## src/rtl/issue_queue_rs.sv

```systemverilog
// Reservation station for one execution unit: a collapsing age-ordered queue that captures
// missing operands from result broadcasts and issues the oldest fully-ready entry.
module issue_queue_rs #(
    parameter int XLEN  = 32,
    parameter int DEPTH = 4,
    parameter int NFWD  = 3,
    parameter int RDW   = 5,
    parameter int OPW   = 6,
    localparam int TAGW = $clog2(NFWD + 1),
    localparam int CNTW = $clog2(DEPTH + 1)
) (
    input  logic                 clk,
    input  logic                 rst_n,
    input  logic                 flush_i,
    input  logic                 in_valid_i,
    output logic                 in_ready_o,
    input  logic [TAGW-1:0]      in_tag1_i,
    input  logic [TAGW-1:0]      in_tag2_i,
    input  logic [XLEN-1:0]      in_data1_i,
    input  logic [XLEN-1:0]      in_data2_i,
    input  logic [RDW-1:0]       in_rd_i,
    input  logic [OPW-1:0]       in_op_i,
    input  logic [NFWD-1:0]      fwd_valid_i,
    input  logic [NFWD*XLEN-1:0] fwd_data_i,
    output logic                 iss_valid_o,
    input  logic                 iss_ready_i,
    output logic [XLEN-1:0]      iss_op1_o,
    output logic [XLEN-1:0]      iss_op2_o,
    output logic [RDW-1:0]       iss_rd_o,
    output logic [OPW-1:0]       iss_op_o,
    output logic [CNTW-1:0]      count_o
);

    localparam int IDXW = $clog2(DEPTH);

    typedef struct packed {
        logic            valid;
        logic [TAGW-1:0] tag1;
        logic [TAGW-1:0] tag2;
        logic [XLEN-1:0] data1;
        logic [XLEN-1:0] data2;
        logic [RDW-1:0]  rd;
        logic [OPW-1:0]  op;
    } slot_t;

    slot_t           slot_q [DEPTH];
    slot_t           slot_d [DEPTH];
    slot_t           slot_w [DEPTH];
    slot_t           slot_sh [DEPTH];
    slot_t           slot_in;
    logic [CNTW-1:0] count_q, count_d, cnt_after;
    logic [IDXW-1:0] sel_idx;
    logic            sel_found, do_issue, do_dispatch;

    // A tag beyond NFWD matches no channel, so such an operand simply never wakes.
    function automatic slot_t wake(input slot_t s, input logic [NFWD-1:0] fv,
                                   input logic [NFWD*XLEN-1:0] fd);
        slot_t r;
        r = s;
        for (int k = 0; k < NFWD; k++) begin
            if (fv[k] && s.tag1 == TAGW'(k + 1)) begin
                r.tag1  = '0;
                r.data1 = fd[k*XLEN +: XLEN];
            end
            if (fv[k] && s.tag2 == TAGW'(k + 1)) begin
                r.tag2  = '0;
                r.data2 = fd[k*XLEN +: XLEN];
            end
        end
        return r;
    endfunction

    always_comb begin
        sel_found = 1'b0;
        sel_idx   = '0;
        for (int i = 0; i < DEPTH; i++) begin
            if (!sel_found && slot_q[i].valid && slot_q[i].tag1 == '0 && slot_q[i].tag2 == '0) begin
                sel_found = 1'b1;
                sel_idx   = IDXW'(i);
            end
        end
    end

    assign in_ready_o  = (count_q < CNTW'(DEPTH));
    assign iss_valid_o = sel_found && !flush_i;
    assign do_issue    = iss_valid_o && iss_ready_i;
    assign do_dispatch = in_valid_i && in_ready_o && !flush_i;
    assign iss_op1_o   = iss_valid_o ? slot_q[sel_idx].data1 : '0;
    assign iss_op2_o   = iss_valid_o ? slot_q[sel_idx].data2 : '0;
    assign iss_rd_o    = iss_valid_o ? slot_q[sel_idx].rd    : '0;
    assign iss_op_o    = iss_valid_o ? slot_q[sel_idx].op    : '0;
    assign count_o     = count_q;
    assign cnt_after   = count_q - CNTW'(do_issue);

    always_comb begin
        slot_in = wake('{valid: 1'b1, tag1: in_tag1_i, tag2: in_tag2_i, data1: in_data1_i,
                         data2: in_data2_i, rd: in_rd_i, op: in_op_i}, fwd_valid_i, fwd_data_i);
        for (int i = 0; i < DEPTH; i++) begin
            slot_w[i] = wake(slot_q[i], fwd_valid_i, fwd_data_i);
        end
        for (int i = 0; i < DEPTH - 1; i++) begin
            slot_sh[i] = slot_w[i + 1];
        end
        slot_sh[DEPTH-1] = '0;
        // Slots at or above the issued one collapse down by one; dispatch lands after compaction.
        for (int i = 0; i < DEPTH; i++) begin
            if (do_issue && i >= int'(sel_idx)) slot_d[i] = slot_sh[i];
            else                                slot_d[i] = slot_w[i];
            if (do_dispatch && CNTW'(i) == cnt_after) slot_d[i] = slot_in;
            if (flush_i) slot_d[i] = '0;
        end
        count_d = flush_i ? '0 : cnt_after + CNTW'(do_dispatch);
    end

    always_ff @(posedge clk or negedge rst_n) begin
        if (!rst_n) begin
            for (int i = 0; i < DEPTH; i++) slot_q[i] <= '0;
            count_q <= '0;
        end else begin
            slot_q  <= slot_d;
            count_q <= count_d;
        end
    end

endmodule
```

## config.mk

```make
export PLATFORM = sky130hd
export DESIGN_NAME = issue_queue_rs
export DESIGN_NICKNAME = d
export VERILOG_FILES = /design/src/rtl/issue_queue_rs.sv
export SDC_FILE = /design/constraint.sdc
export NUM_CORES = 2
export LEC_CHECK = 0
export CORE_ASPECT_RATIO = 0.9
export CORE_UTILIZATION = 30
export CTS_CLUSTER_SIZE = 24
export DETAILED_ROUTE_END_ITERATION = 8
export GPL_TIMING_DRIVEN = 0
export RECOVER_POWER = 50
export SLEW_MARGIN = 40
export SYNTH_ARGS = -nofsm -noshare
export SYNTH_HDL_FRONTEND = slang
export SYNTH_SLANG_ARGS = --single-unit
```

## constraint.sdc

```tcl
create_clock -name clk -period 3.7 [get_ports clk]
set_input_delay 0.74 -clock clk [delete_from_list [all_inputs] [get_ports clk]]
set_output_delay 0.74 -clock clk [all_outputs]
set_load 0.01 [all_outputs]
```

==> results list <==
- The final layout contains 3980 nets.
- After floorplanning, the core was divided into between 100 and 150 placement rows.
- Worst-case setup margin in the final layout: -71.8 ps
- In this run the register-to-register setup slack is 30 ps.
* Status: complete, but fails checks
- Number of vias in the routed layout: ~36k
* Share of layout cells above drive strength 1: between 10% and 20%
- Counting cells, the worst reg-to-reg path comes to 12.
- Clock skew: between 40 and 50 ps
- Total area of sequential cells: between 8000 and 9000 sq um
* Synth-to-Final Area Change: 24.6%
- In this run the tool buffered the top-level ports with between 150 and 200 buffer cells.
* Lkg Pwr: 0.0137 uW
- The worst register-to-register path ends at slot_q[259].
- Summing the areas of all compound-gate instances in the mapped netlist gives about two fifths of the synthesized area.
* Mean cell area of the mapped netlist: between 7 and 8 sq um
* Met2 WL: ~75 mm
- Clock tree synthesis inserted a total of 42 buffers.
- Counting every net in the synthesized netlist gives 3687.
- Flip-flop and latch count after synthesis: ~320
* Power share of the clock group: a little under a quarter
- Max FO, Critical Path: 10
* Met3 layer wire length in the routed design: around 28 mm
- The design draws between 15000 and 20000 uW.
- The floorplan step defined a die boundary enclosing about 90000 sq um.
- Buffer depth of the longest clock path: 3
* Initial core utilization: 30.5%
- For this run, the number of Yosys warnings is 0.
- After synthesis, the largest family of logic cells by area is compound AO/OA/AOI/OAI gates.
- Number of slew-limit violations in the final report: between 40 and 50
* Cell depth of the worst min-delay path: 1
- Wire length on met1: 70.0 mm
- The mapped netlist covers between 20000 and 30000 sq um.
- Synth top area share: around 29%
- Global-route wire length before repair: between 200 and 300 mm
- Hpwl dp: between 100 and 150 mm
- During I/O placement, the number of pins put on the boundary was 263.
* Area of combinational cells with multiple inputs: 17900 sq um
- DR pass1 iterations: 9
* Remaining number of nets flagged by the antenna check after routing: 0
* Die boundary height: approximately 290 microns
* Global-route total usage across every layer: about two fifths
- The worst register-to-register path begins at slot_q[158].
* Final cell utilization of the core: ~38%
- Total wirelength of the detailed-routed design: roughly 190 mm
* Time the final worst path needs with I/O delays and setup: about 3800 ps
- Drt first-iter violations: between 6k and 7k
* Worst relative slew slack: -125%
- Most instantiated flip-flop cell in the synthesis netlist: sky130_fd_sc_hd__dfrtp_1
- Int Pwr: between 10000 and 15000 uW
* DR DRC count: 2
* Slew at the pin with the worst max-slew slack: between 3000 and 4000 ps
- After layout, the worst path uses 102% of the clock period.
- The synthesized netlist devotes less than 1% of its cell area to XOR and XNOR gates.
- Worst hold path class: flip-flop to flip-flop
- STA classifies the critical path endpoint as a flip-flop.
- For hold timing, the worst endpoint is slot_q[276].
- Highest clock frequency the design can meet: 265 MHz
* Final GP Congestion: 1.11
- Number of maximum-capacitance constraint violations: 1
- STA classifies the critical path startpoint as a primary input.
- Vias in the first global route: around 34k
* Power density over cell area: 583 nW/um^2
- At the worst endpoint, the required time is 4200 ps.
* Switching power total: slightly above 9000 uW
- Synthesis produced a netlist whose cell count is between 3k and 4k.
* Ranking of synthesized cells by area: sky130_fd_sc_hd__dfrtp_1 29%, sky130_fd_sc_hd__a22oi_1 9.4%, sky130_fd_sc_hd__mux2i_1 8.8%
- Dividing the detail-routed wire length by the instance count gives between 30 and 40 microns.
- Standard cell core area: 90000 sq um
* Share of synthesized cell area in full adder, half adder and majority cells: less than 1%
- The total overflow left after global routing is 0.
- Logic gate share of total power: between 50 and 60%
- Setup total negative slack on the finished layout was measured at -775 ps.
- Kind of critical path: primary input to flip-flop
* Number of synthesized flops with an enable pin: 0
- Entering global routing, the biggest net connects 68 pins.
- By instance count, the leading cell after synthesis is sky130_fd_sc_hd__o21ai_0.
* Share of cell area taken by muxes after synthesis: ~12%
* Clk slew on worst S/H paths: 60 ps
* Cell type contributing the most total cell area after synthesis: sky130_fd_sc_hd__dfrtp_1
* Share of async-settable or async-resettable flops after synthesis: 100%
- For this run, the register share of the synthesized area comes to ~30%.
- At the later pin of the worst-skew pair, clock insertion delay measures about 640 ps.
- Final count of negative-setup-slack endpoints: 33
* Startpoint of the tightest hold check path: slot_q[276]
- The die is ~320 microns wide.
* FILL cells: 9542
- The hold violation total from the final report is 0.
- The tree is rooted in a sky130_fd_sc_hd__clkbuf_16.
- H-tree depth reported by CTS: 2
- Number of distinct standard cells referenced by the synthesized netlist: 56
- Largest vdd supply drop: 0.000369 V
* Routed vias/inst: between 7 and 8
* Simple-gate share of the synthesized area: between 10% and 20%
- Fraction of power consumed by sequential logic: 26.2%
- The initial antenna violation count was 6.
* Count of clock tree sinks: approximately 320
- Clock tree from TritonCTS: built
- Switching fraction of total power: a little under half
* Violated checks: DRC, capacitance limit, slew limit, setup timing
* Max layer used: met5
- Critical path data arrival time: approximately 4300 ps
- RSZ-0062 raised after global routing: true
* Commonest cells post-synth: 380 x sky130_fd_sc_hd__o21ai_0, 363 x sky130_fd_sc_hd__clkbuf_1, 345 x sky130_fd_sc_hd__a22oi_1
-- cells by family after synthesis --
logic type | Yosys count
xor+xnor | 2
mux | 308
simple gates | 654
fa+ha+maj | 3
flops | 323
compound gates | 1701
buf+inv | 510
-- flip-flops by register name, indices dropped and copies added, names as in the netlist --
name	cells
slot_q	320
count_o	3
-- layout make-up --
class                           count  area share, %
Antenna cell                        2         0.0146
Multi-Input combinational cell   2668           52.4
Clock inverter                     17          0.619
Timing Repair Buffer              259           7.44
Inverter                           12          0.132
Sequential cell                   323           23.7
Clock buffer                       58           3.52
Tap cell                         1219           4.46
Buffer                            488           7.69
-- layer usage --
layer	vias up	GRT usage, %
met4	8	25.7
met3	887	14.7
met2	3536	55.9
met1	17300	49.1
met5	-	0.657
li1	14000	-
-- power by group through the flow --
stage | Clock (uW) | Sequential (uW) | Combinational, uW
2_1_floorplan | 0 | 4920 | 5150
3_3_place_gp | 0 | 5170 | 8280
3_5_place_dp | 0 | 5170 | 8410
4_1_cts | 4440 | 5150 | 9520
5_1_grt | 4570 | 5280 | 10400
6_report | 4500 | 5220 | 10200
-- worst max path at each step --
stage,cells past startpoint,from,end
6_report,8,fwd_valid_i[2],slot_q[272]
3_3_place_gp,1,rst_n,slot_q[146]
4_1_cts,11,slot_q[237],iss_op2_o[27]
3_5_place_dp,13,flush_i,slot_q[181]
2_1_floorplan,14,slot_q[237],slot_q[100]
5_1_grt,9,slot_q[158],iss_op1_o[22]
-- critical path: stages --
cell and delay (ps):
sky130_fd_sc_hd__clkdlybuf4s50_1 650, sky130_fd_sc_hd__buf_2 340, sky130_fd_sc_hd__nand3_1 740, sky130_fd_sc_hd__clkbuf_1 500, sky130_fd_sc_hd__clkbuf_1 500, sky130_fd_sc_hd__o211ai_1 370, sky130_fd_sc_hd__nand3_1 120, sky130_fd_sc_hd__a32o_1 280
-- cell usage in the layout, fill, tap and decap left out, types with 31 or more instances in the layout --
master	count
sky130_fd_sc_hd__a211o_1	64
sky130_fd_sc_hd__a211oi_1	219
sky130_fd_sc_hd__a21oi_1	314
sky130_fd_sc_hd__a221oi_1	43
sky130_fd_sc_hd__a22oi_1	331
sky130_fd_sc_hd__a32o_1	63
sky130_fd_sc_hd__buf_2	110
sky130_fd_sc_hd__buf_4	54
sky130_fd_sc_hd__clkbuf_1	261
sky130_fd_sc_hd__clkbuf_16	45
sky130_fd_sc_hd__clkbuf_2	59
sky130_fd_sc_hd__clkbuf_4	31
sky130_fd_sc_hd__clkdlybuf4s50_1	118
sky130_fd_sc_hd__dfrtp_1	316
sky130_fd_sc_hd__mux2_2	68
sky130_fd_sc_hd__mux2i_1	224
sky130_fd_sc_hd__nand2_1	254
sky130_fd_sc_hd__nor2_1	283
sky130_fd_sc_hd__o21ai_0	380
sky130_fd_sc_hd__o22a_1	59
sky130_fd_sc_hd__o22ai_1	95
sky130_fd_sc_hd__o22ai_2	39
-- metrics by stage --
stage / instance area, sq um / hold slack [ps] / std cells / setup WS [ps]
2_1_floorplan: 27400 / 444 / 3501 / 198
4_1_cts: 33900 / 42.9 / 5042 / -65.9
3_5_place_dp: 31200 / 481 / 4928 / -1940
6_report: 34200 / 497 / 5046 / -71.8
5_1_grt: 34200 / 500 / 5044 / -57.1
3_3_place_gp: 30900 / 474 / 4918 / -14040
-- timing repair --
| item | CTS | global route |
|---|---|---|
| buffers inserted | 36 | 6 |
| endpoints found under the setup margin | 396 | 280 |
| gates cloned | 8 | 1 |
| resized for setup | 552 | 57 |
| hold buffers | 0 | 0 |
| pin swaps | 57 | 15 |
Power figures use the tool's default switching activity.
==> edit (same settings) <==
Reset style: synchronous (`rst_n`), changed in one clocked block.
--- a/src/rtl/issue_queue_rs.sv
+++ b/src/rtl/issue_queue_rs.sv
@@ -113,5 +113,5 @@
     end
 
-    always_ff @(posedge clk or negedge rst_n) begin
+    always_ff @(posedge clk) begin
         if (!rst_n) begin
             for (int i = 0; i < DEPTH; i++) slot_q[i] <= '0;
Behaviour: differs if rst_n is asserted again (counterexample within 4 cycles, from zero or initial values and one cycle with rst_n low); with rst_n held inactive, the same outputs for 4 cycles.
==> edit against the unedited design <==
The flow finishes with violations (negative setup slack). Cell area increased by 3.3%. Sequential cell count unchanged. Worst setup slack got worse by 0.21 ns. Synthesized area increased by 1.3%. Synthesized cell count increased by 15%. Routed wire length increased by 19%. Global-route usage increased by 6.5 points. Clock skew decreased by 0.0046 ns. Largest cell class unchanged.
Power is not compared: it rests on default switching activity, and its combinational part moved more than twofold at a synthesized area within 25%.
==> edit: results (changes against the unedited design) <==
Setup violations, final: 98 (+200%)
Worst Hold Path Cells: 2 (+1)
Worst-path cell with the longest stage delay: a211oi_4
Final Skew: 0.0369 ns (-0.00464 ns)
Setup_tns: -15.48 ns (-14.70 ns)
Hold slack: 0.488 ns (-0.00887 ns)
Crit path DAT: 3.24 ns (-1.03 ns)
Vias in the first global route: 35876 (+6.0%)
1st-iter DRT viols: 7239 (+10%)
Worst Slack Setup Final: -0.277 ns (-0.206 ns)
Ys flop type: dfxtp_1
Leak pwr: 11.9 nW
Via count: 39186 (+9.9%)
Detailed placement HPWL: 168 mm (+28%)
Slowest stage delay, CP: 0.36 ns (-0.38 ns)
Adder-cell share of the synthesized area: 0.180% (+0.043 points)
Cell variety after synth: 64 (+14%)
# fillers: 9753 (+2.2%)
Global-route wire length before repair: 300 mm (+16%)
Total Routing Usage GR: 45.7% (+6.5 points)
Reg2reg path depth: 18 (+6)
Post-synthesis mux area share: 8.63% (-2.9 points)
Status: finished, violations left
Largest net degree at the start of global routing: 13 (-81%)
Sequential share of the synthesized area: 23.3% (-6.2 points)
Final Non-Filler Cells: 5631 (+12%)
Largest register by flop count: slot_q
Syn Nets: 4227 (+15%)
Worst skew pair latency: 0.63 ns
Drt wl/cell: 39.8 µm (+6.5%)
Worst R2R Start: slot_q[156]
Top cells by count, synth: nand2_1 (505), clkbuf_1 (420), o21ai_0 (417)
Initial antenna violation count: 21 (+15)
Port Buffer Count: 171 (-14%)
Slew headroom: 7.38% (+130 points)
Kind of cell adding the most delay to the critical path: buffers and inverters
# nets final: 4538 (+14%)
Share of layout cells above drive strength 1: 15.9% (+0.68 points)
Failing checks: negative setup slack
Min-delay src: slot_q[242]
Xor/xnor cell area share of the yosys netlist: 0.0630% (-0.00082 points)
Area contributors post-synth: dfxtp_1 (23%), o21ai_0 (7.5%), o22ai_1 (7.4%), a21oi_1 (7.0%), nand2_1 (6.8%)
Worst hold path endpoint: slot_q[242]
Final Wtd Congestion: 1.08 (-3.1%)
Drt pass-1 iters: 6 (-3)
Num CTS Buffers: 44 (+4.8%)
Reg-to-Reg End: slot_q[264]
Post-Synthesis Cells: 4040 (+15%)
Dpl cells: 5442 (+10%)
Internal: 7.12 mW
Compound-cell area share of the yosys netlist: 41.7% (+0.82 points)
-- edit: kinds of logic (layout without fill, tap and decap cells) --
kind of cell / count (synthesis) / count (layout)
adders and majority gates: 4 / 4
DFF: 323 / 323
buffers and inverters: 567 / 912
and+or+nand+nor: 1113 / 1113
other: 0 / 16
xor gates and xnor gates: 2 / 2
AOI/OAI and AO/OA: 1801 / 1801
muxes: 230 / 230
-- edit: per-layer routing --
layer | up-vias | track usage [%] | share of wire [%]
li1 | 15744 | - | -
met1 | 18774 | 57.8 | 38
met2 | 3738 | 61.4 | 38
met3 | 916 | 20.8 | 16
met4 | 14 | 29.7 | 7.9
met5 | - | 0 | 0.065
-- edit: how the worst max path moves through the flow --
| stage | startpoint | to | slack (ns) |
|---|---|---|---|
| after floorplan | flush_i | slot_q[219] | 0.24 |
| after global placement | flush_i | slot_q[123] | -3.18 |
| after detailed placement | flush_i | slot_q[267] | -2.42 |
| after CTS | slot_q[77] | iss_op2_o[19] | -0.27 |
| after global routing | slot_q[235] | iss_op2_o[10] | -0.27 |
| final | slot_q[235] | iss_op1_o[17] | -0.28 |
-- edit: power by group through the flow --
stage / clock, mW / sequential (mW) / combinational, mW
6_report: 4.97 / 3.60 / 2.47
5_1_grt: 4.99 / 3.60 / 2.45
4_1_cts: 4.88 / 3.59 / 2.24
3_5_place_dp: 0 / 3.67 / 2.15
3_3_place_gp: 0 / 3.67 / 2.14
2_1_floorplan: 0 / 3.65 / 1.07
-- edit: timing repair --
item                       CTS  global route
setup buffers               80            19
cloned                      11             2
setup endpoints to repair  399           328
pin swaps                   44            43
hold buffers                 0             0
resized for setup          688            87
-- edit: layout make-up --
| class | instances | area share [%] |
|---|---|---|
| antenna | 16 | 0.113 |
| buffer | 532 | 7.85 |
| clock buffer | 58 | 3.50 |
| clock inverter | 22 | 0.928 |
| inverter | 26 | 0.298 |
| multi-input combinational | 3150 | 55.8 |
| sequential | 323 | 18.4 |
| tap | 1230 | 4.36 |
| timing repair buffer | 274 | 8.75 |
-- edit: per-stage QoR --
stage / utilization [%] / worst slack [ns] / area, µm²
after detailed placement: 34.1 / -2.42 / 31200
after global placement: 33.9 / -3.18 / 31000
after global routing: 38.6 / -0.272 / 35300
after CTS: 38.3 / -0.269 / 35000
after floorplan: - / 0.245 / 27800
final: 38.6 / -0.277 / 35300
-- edit: worst reg2reg max path: cells and delay by family, from the launching register on --
kind                     cells  cell delay [ns]
flip-flops                   1             0.36
buffers and inverters        9             1.46
AND/OR/NAND/NOR              4             0.82
adder cells (fa/ha/maj)      2             0.37
AO/OA/AOI/OAI                3             0.58
